## src/rtl/dmem_access_pkg.sv

```systemverilog
// Shared definitions for the data-memory access unit: funct3 size/sign codes,
// FSM state encoding and the access-size helper.
package dmem_access_pkg;

    localparam logic [2:0] F3_B  = 3'b000;
    localparam logic [2:0] F3_H  = 3'b001;
    localparam logic [2:0] F3_W  = 3'b010;
    localparam logic [2:0] F3_D  = 3'b011;
    localparam logic [2:0] F3_BU = 3'b100;
    localparam logic [2:0] F3_HU = 3'b101;
    localparam logic [2:0] F3_WU = 3'b110;

    typedef enum logic [1:0] {
        S_IDLE = 2'd0,
        S_RD   = 2'd1,
        S_WR   = 2'd2,
        S_RESP = 2'd3
    } state_t;

    // Access size in bytes; the sign bit funct3[2] does not affect the size.
    function automatic logic [3:0] size_bytes(input logic [2:0] funct3);
        case (funct3[1:0])
            2'b00:   return 4'd1;
            2'b01:   return 4'd2;
            2'b10:   return 4'd4;
            default: return 4'd8;
        endcase
    endfunction

endpackage

```

## src/rtl/dmem_lane_align.sv

```systemverilog
// Byte-lane steering between a 64-bit memory dword and the pipeline:
// load extract with sign/zero extension, and store merge into an old dword.
module dmem_lane_align
    import dmem_access_pkg::*;
(
    input  logic [63:0] dword,
    input  logic [63:0] wdata,
    input  logic [2:0]  offset,
    input  logic [2:0]  funct3,
    output logic [63:0] rdata,
    output logic [63:0] merged
);

    logic [5:0]  shamt;
    logic [63:0] lane;
    logic [63:0] size_mask;

    assign shamt = {offset, 3'b000};
    assign lane  = dword >> shamt;

    // Load extract: the addressed bytes are shifted down, then extended.
    always_comb begin
        // NOTE: a default on every path keeps this combinational; a missing one infers a latch.
        rdata = lane;
        case (funct3)
            F3_B:    rdata = {{56{lane[7]}}, lane[7:0]};
            F3_BU:   rdata = {56'd0, lane[7:0]};
            F3_H:    rdata = {{48{lane[15]}}, lane[15:0]};
            F3_HU:   rdata = {48'd0, lane[15:0]};
            F3_W:    rdata = {{32{lane[31]}}, lane[31:0]};
            F3_WU:   rdata = {32'd0, lane[31:0]};
            default: rdata = lane;
        endcase
    end

    // Store merge: replace only the bytes covered by the access, keep the rest.
    always_comb begin
        size_mask = '1;
        case (size_bytes(funct3))
            4'd1:    size_mask = 64'h0000_0000_0000_00FF;
            4'd2:    size_mask = 64'h0000_0000_0000_FFFF;
            4'd4:    size_mask = 64'h0000_0000_FFFF_FFFF;
            default: size_mask = '1;
        endcase
        merged = (dword & ~(size_mask << shamt)) | ((wdata & size_mask) << shamt);
    end

endmodule

```

## src/rtl/dmem_access_unit.sv

```systemverilog
// MEM-stage controller for a 64-bit, byte-addressed data memory that only
// writes whole 8-byte lanes. Sub-dword stores are done as read-modify-write.
module dmem_access_unit
    import dmem_access_pkg::*;
#(
    parameter int MEM_BYTES = 128,
    parameter int ADDR_W    = 64
) (
    input  logic              CLK,
    input  logic              RST,
    input  logic              req_valid,
    output logic              req_ready,
    input  logic              req_we,
    input  logic [2:0]        req_funct3,
    input  logic [ADDR_W-1:0] req_addr,
    input  logic [63:0]       req_wdata,
    output logic              resp_valid,
    output logic [63:0]       resp_rdata,
    output logic              resp_err,
    output logic              dm_MemRead,
    output logic              dm_MemWrite,
    output logic [ADDR_W-1:0] dm_addr,
    output logic [63:0]       dm_write_data,
    input  logic [63:0]       dm_read_data
);

    state_t            state;
    logic              we_q;
    logic [2:0]        f3_q;
    logic [ADDR_W-1:0] addr_q;
    logic [63:0]       wdata_q;
    logic              err_q;
    logic [63:0]       merge_q;

    logic [3:0]        req_size;
    logic              misaligned;
    logic              out_of_range;
    logic              illegal;
    logic              acc_err;
    logic [63:0]       lane_dword;
    logic [63:0]       load_data;
    logic [63:0]       merged_data;
    logic [63:0]       wr_data;

    // Request checks, evaluated on the incoming request at accept time.
    always_comb begin
        req_size     = size_bytes(req_funct3);
        misaligned   = (req_addr[2:0] & 3'(req_size - 4'd1)) != 3'b000;
        // One extra bit so an address near the top of the space cannot wrap.
        out_of_range = ({1'b0, req_addr[ADDR_W-1:3], 3'b000} + (ADDR_W+1)'(8))
                       > (ADDR_W+1)'(MEM_BYTES);
        illegal      = (req_funct3 == 3'b111) || (req_we && req_funct3[2]);
        acc_err      = misaligned || out_of_range || illegal;
    end

    // Loads extract from live read data in RD; merges use the captured dword in WR.
    assign lane_dword = (state == S_WR) ? merge_q : dm_read_data;

    dmem_lane_align u_lane_align (
        .dword  (lane_dword),
        .wdata  (wdata_q),
        .offset (addr_q[2:0]),
        .funct3 (f3_q),
        .rdata  (load_data),
        .merged (merged_data)
    );

    assign wr_data = (f3_q[1:0] == 2'b11) ? wdata_q : merged_data;

    // Strobes and handshakes decode from the state register so reset drops them at once.
    assign req_ready     = (state == S_IDLE);
    assign resp_valid    = (state == S_RESP);
    assign resp_err      = (state == S_RESP) && err_q;
    assign dm_MemRead    = (state == S_RD);
    assign dm_MemWrite   = (state == S_WR);
    assign dm_addr       = {addr_q[ADDR_W-1:3], 3'b000};
    assign dm_write_data = (state == S_WR) ? wr_data : 64'd0;

    // Access sequencer: IDLE -> [RD] -> [WR] -> RESP -> IDLE.
    always_ff @(posedge CLK or posedge RST) begin
        if (RST) begin
            state      <= S_IDLE;
            we_q       <= 1'b0;
            f3_q       <= 3'b000;
            addr_q     <= '0;
            wdata_q    <= 64'd0;
            err_q      <= 1'b0;
            merge_q    <= 64'd0;
            resp_rdata <= 64'd0;
        end else begin
            // NOTE: non-blocking assignments so every register samples pre-edge values.
            case (state)
                S_IDLE: begin
                    if (req_valid) begin
                        we_q    <= req_we;
                        f3_q    <= req_funct3;
                        addr_q  <= req_addr;
                        wdata_q <= req_wdata;
                        err_q   <= acc_err;
                        if (acc_err)
                            state <= S_RESP;
                        else if (req_we && (req_funct3[1:0] == 2'b11))
                            state <= S_WR;
                        else
                            state <= S_RD;
                    end
                end
                S_RD: begin
                    merge_q <= dm_read_data;
                    if (we_q) begin
                        state <= S_WR;
                    end else begin
                        resp_rdata <= load_data;
                        state      <= S_RESP;
                    end
                end
                S_WR:    state <= S_RESP;
                default: state <= S_IDLE;
            endcase
        end
    end

endmodule

```

## config.mk

```make
export PLATFORM = sky130hd
export DESIGN_NAME = dmem_access_unit
export DESIGN_NICKNAME = d
export VERILOG_FILES = /design/src/rtl/dmem_access_pkg.sv /design/src/rtl/dmem_lane_align.sv /design/src/rtl/dmem_access_unit.sv
export SDC_FILE = /design/constraint.sdc
export NUM_CORES = 1
export LEC_CHECK = 0
export CORE_UTILIZATION = 45
export DETAILED_ROUTE_END_ITERATION = 12
export GPL_TIMING_DRIVEN = 0
export PLACE_DENSITY_LB_ADDON = 0.15
export SLEW_MARGIN = 20
export SYNTH_ARGS = -nofsm -noshare
export SYNTH_HDL_FRONTEND = slang
export SYNTH_HIERARCHICAL = 1
export SYNTH_SLANG_ARGS = --single-unit
export TNS_END_PERCENT = 20
```

## constraint.sdc

```tcl
create_clock -name CLK -period 8 [get_ports CLK]
set_clock_uncertainty 0.15 [all_clocks]
set_input_delay 0.8 -clock CLK [delete_from_list [all_inputs] [get_ports CLK]]
set_output_delay 0.8 -clock CLK [all_outputs]
set_load 0.005 [all_outputs]
```

## After elaboration in Yosys (flattened, before gate mapping)

Index checks and enable logic that the tools add are counted.

- Output and inout bits: 197
- Register bits after elaboration: 263

- Shift-type cells: 3
- Magnitude comparators: 1
- Equality and inequality tests: 19
- Muxes and demuxes: 12
- Reduce and logical (&&, ||, !) cells: 13
- Bitwise logic cells: 6
- $add $sub $neg: 2

Operator list:

| operator | count |
|---|---|
| $pmux W64 S6 | 1 |
| $mux W64 | 3 |
| $pmux W64 S3 | 1 |
| $and A64 B64 Y64 | 2 |
| $shl A64 B6 Y64 | 2 |
| $add A64 B4 Y65 const B | 1 |
| $gt A65 B8 Y1 const B | 1 |
| $not A64 Y64 | 1 |
| $or A64 B64 Y64 | 1 |
| $shr A64 B6 Y64 | 1 |
| $eq A2 B2 Y1 const B | 6 |
| $eq A3 B3 Y1 const B | 4 |
| $pmux W4 S3 | 1 |
| $pmux W3 S3 | 1 |
| $eq A2 B1 Y1 const B | 3 |
| $logic_not A2 Y1 | 3 |
| $mux W2 | 3 |
| $pmux W2 S3 | 1 |
| $eq A4 B1 Y1 const B | 1 |
| $eq A4 B2 Y1 const B | 1 |
| $eq A4 B3 Y1 const B | 1 |
| $reduce_and A2 Y1 | 2 |
| $and A3 B3 Y3 | 1 |
| $eq A3 B1 Y1 const B | 1 |
| 9 further kinds | 13 |

## Depth between registers and ports, before layout

- Depth in word-level cells: 10
- Gate-level depth with buffers: 12
- Depth with buffers taken out: 8

## Cells and area by module

Netlist, hierarchy kept.

By module, submodules not included:

| module | instances | cells each | area an instance (sq um) |
|---|---|---|---|
| dmem_access_unit | 1 | 1183 | 13656.8 |
| dmem_lane_align | 1 | 655 | 4626.9 |

## Least setup slack after synthesis

Ideal clock, no wire load.

- Path type: flip-flop to flip-flop
- From: register state[0]
- To: register resp_rdata[17]
- Buffers on the path: 4
- Stages on the path, launching flop included: 12
- Period minus slack after synthesis: 3.183 ns
- Arrival time: 2.908 ns
- Setup slack: 4.817 ns
- Required time: 7.725 ns
- Cell sequence: dfrtp_1 -> inv_1 -> ha_1 -> clkbuf_1 -> buf_1 -> mux2_2 -> mux2_2 -> o2111ai_1 -> buf_4 -> buf_6 -> o211ai_2 -> mux2_2

- Cells in the longest elaborated chain, start to end: 4

RTL lines:

| item | RTL line | RTL |
|---|---|---|
| start: declaration | dmem_access_unit.sv:27 | `state_t state;` |
| start signal: assignment | dmem_access_unit.sv:82 | `state <= S_IDLE;` |
| start signal: assignment | dmem_access_unit.sv:101 | `state <= S_RESP;` |
| start signal: assignment | dmem_access_unit.sv:103 | `state <= S_WR;` |
| $eq A2 B2 Y1 | -- |  |
| net dm_MemWrite | dmem_access_unit.sv:21 | `output logic dm_MemWrite,` |
| $mux W64 | dmem_access_unit.sv:57 | `assign lane_dword = (state == S_WR) ? merge_q : dm_read_data;` |
| net lane_dword[47] | dmem_access_unit.sv:40 | `logic [63:0] lane_dword;` |
| $shr A64 B6 Y64 | dmem_lane_align.sv:19 | `assign lane = dword >> shamt;` |
| $pmux W64 S6 | dmem_lane_align.sv:25 | `case (funct3)` |
| net load_data[17] | dmem_access_unit.sv:41 | `logic [63:0] load_data;` |
| end signal: assignment | dmem_access_unit.sv:113 | `resp_rdata <= load_data;` |
| end: declaration | dmem_access_unit.sv:18 | `output logic [63:0] resp_rdata,` |

The timed path passes the listed nets, and every way through them passes these cells.
A chain may end at the register's enable or synchronous reset.

## Worst setup path in the final report

- From: register state[0]
- To: output dm_write_data[61]

- Cells in the longest elaborated chain, start to end: 6

RTL lines:

| item | RTL line | RTL |
|---|---|---|
| $eq A2 B2 Y1 | dmem_access_unit.sv:57 |  |
| $mux W64 | dmem_access_unit.sv:57 |  |
| net lane_dword[61] | dmem_access_unit.sv:40 |  |
| $and A64 B64 Y64 | dmem_lane_align.sv:45 | `merged = (dword & ~(size_mask << shamt)) \| ((wdata & size_mask) << shamt);` |
| $or A64 B64 Y64 | dmem_lane_align.sv:45 |  |
| net merged_data[61] | dmem_access_unit.sv:42 | `logic [63:0] merged_data;` |
| $mux W64 | dmem_access_unit.sv:68 | `assign wr_data = (f3_q[1:0] == 2'b11) ? wdata_q : merged_data;` |
| $mux W64 | dmem_access_unit.sv:77 | `assign dm_write_data = (state == S_WR) ? wr_data : 64'd0;` |
| end: declaration | dmem_access_unit.sv:23 | `output logic [63:0] dm_write_data,` |

The timed path passes the listed nets, and every way through them passes these cells.

==> flow_summary.ini <==
[status]
status = completed

[synth]
synth_top_cell_by_area = dfrtp_1
synth_seq_area_share = 0.360
synthAdderAreaFrac = 0.00274
synth_top_family_by_area = multiplexers
syn_inst = 1838
synth_ff_type = dfrtp_1
synthSimpleGateAreaFrac = 0.148
synth.most_common_cell = mux2_2
synth_top_cells_by_count = mux2_2, nand2_1, dfrtp_1, buf_4, mux2i_1
yosys-top-cells-area = dfrtp_1, mux2_2, nand2_1, mux2i_1, buf_4
yosys_register_bits = 263
synthesis.area_um2 = 18300
synth-edff-count = 0
synth_warnings = 6
synth.top_cell.area_share = 0.360
synth_mux_area_frac = 0.272
yosysUniqueCellTypes = 84
synth-xor-area-share = 0.00671
async_flop_share = 1.00
synth-compound-area-share = 0.142
syn-mean-instance-area_um2 = 9.95

[cts]
cts_buffer_depth = 3
numCtsBuffers = 30
cts_max_level = 1
ctsResizeCount = 0
post-cts-setup-buffers = 0
insertion_delay_ns = 0.59
cts_sinks = 263
cts_tree = built
path_clk_slew_ns = 0.06
cts_hold_buf = 0
clockRootBuffer = clkbuf_16

[die]
start_util = 0.458
die_h_um = 204
core_region_area_um2 = 39900
rows = 73
dieArea_um2 = 41400
dieWidth_um = 204
ios = 396

[hold_path]
hp-class = in -> async

[worst_setup_path]
cp.arrival_ns = 4.75
endpoint_kind = primary output
startpoint_type = flop
critical_path_class = reg -> out
crit_fanout = 11
cp.required_ns = 7.05

[place]
port_buffers = 390
gp_congestion = 1.06
pre_cts_ws_ns = 2.96
hpwl_mm = 60.5

[routing]
dr.first_iter.drc_count = 1319
wl_per_cell_um = 26.6
vias_per_cell = 5.97
drtAntennaViolNets = 0
drc = 0
drtPass1Iterations = 6
dr_total_vias = 16800
routed_wl_mm = 75.1

[sta]
setup_viol = 0
hold_slack_ns = 0.331
grt_setup_unrepaired = false
finalWorstSetupSlack_ns = 2.30
hold_viol = 0
slew_violations = 0
slew_headroom = 0.301
worstMarginPinSlew_ns = 1.05
post-route-period-util = 0.713
period_minus_slack_ns = 5.70
setup_tns_ns = 0
max_freq_mhz = 175

[power_and_ir_drop]
power_density_nw_per_um2 = 455
p_comb_frac = 0.639
p_sw_frac = 0.444
p_sw_mw = 4.85
pwr-share-clk = 0.125
power_frac_seq = 0.236
p_int_mw = 6.08
peakVddDrop_mv = 0.229
power_leakage_nw = 9.68

[layout]
drive_gt1_frac = 0.252
nets = 2473
finalCoreUtilization = 0.602
area_delta_synth_final_pct = 31.3

[flow_run]
drv_cap = 0

[global_route]
antenna_found_initial = 4
grt_pass1_wl_mm = 110
gr-total-overflow = 0
grt.total_usage = 0.358
grt_pass1_vias = 17200
grt_max_degree = 37
==> layer usage <==
metal | track usage | share of wire | vias to the layer above
li1 | - | - | 7549
met2 | 0.621 | 0.49 | 808
met3 | 0.0650 | 0.076 | 159
met4 | 0.140 | 0.041 | 8
met1 | 0.438 | 0.39 | 8300
met5 | 0 | 0.00080 | -
==> layout by cell type, fill, tap and decap left out, types with 29 or more instances in the layout <==
master / n
nand4_1: 50
a21boi_0: 64
mux2_2: 358
clkbuf_1: 72
clkbuf_16: 30
buf_4: 75
dfrtp_1: 263
o21ai_0: 66
clkdlybuf4s50_1: 390
a21oi_1: 29
mux2i_1: 75
nand3_1: 42
nand2_1: 267
nor2_1: 46
==> path summary, 6_finish.rpt <==
check	start	end	slack (ns)	cells after the start
worst max-delay path	state[0]	dm_write_data[61]	2.30	10
worst min-delay path	RST	addr_q[21]	0.33	2
worst max register to register	state[0]	resp_rdata[36]	3.33	11
worst min register to register	addr_q[26]	addr_q[26]	0.34	2
max in group asynchronous	RST	merge_q[28]	5.94	7
min in group CLK	addr_q[26]	addr_q[26]	0.34	2
==> cell families after synthesis <==
logic type	Yosys count
and+or+nand+nor	540
muxes	445
AOI/OAI and AO/OA	352
DFF	263
buffers and inverters	219
xor gates and xnor gates	14
adders and majority gates	4
other	1
==> state kept, by name (all words and copies together), names as in the netlist <==
signal	cells
addr_q	64
merge_q	64
resp_rdata	64
wdata_q	64
f3_q	3
state	2
err_q	1
we_q	1
==> cell type report <==
type | count | area, µm²
multi-input cells | 1358 | 10500
inverters | 17 | 67.6
clock buffers | 42 | 876
diodes | 1 | 2.50
repair buffers | 398 | 4060
plain buffers | 202 | 1180
clock inverters | 12 | 119
flip-flops and latches | 263 | 6580
fillers | 3394 | 15900
well taps | 525 | 657
==> stage by stage <==
| stage | total power [mW] | std cells | instance area [µm²] |
|---|---|---|---|
| finish | 10.9 | 2818 | 24000 |
| global route | 11.4 | 2817 | 24000 |
| CTS | 10.8 | 2817 | 24000 |
| detailed placement | 9.39 | 2763 | 23000 |
| global placement | 9.30 | 2755 | 22900 |
| floorplan | 6.42 | 1840 | 18300 |
==> worst max-delay path, stage by stage, from the launching register on <==
cell and delay, ns:
dfrtp_1 0.41, inv_1 0.11, ha_1 0.41, clkbuf_1 0.83, buf_1 0.70, mux2_2 0.44, nand2_1 0.11, o221ai_1 0.13
nand2_1 0.08, a21boi_0 0.33, clkdlybuf4s50_1 0.59
==> power by group through the flow <==
stage                     clock, mW  sequential (mW)  combinational [mW]
after global placement            0             2.54                6.76
final                          1.37             2.58                6.99
after global routing           1.45             2.64                7.34
after detailed placement          0             2.57                6.82
after CTS                      1.39             2.56                6.87
after floorplan                   0             2.34                4.09
(Power assumes the default switching activity.)
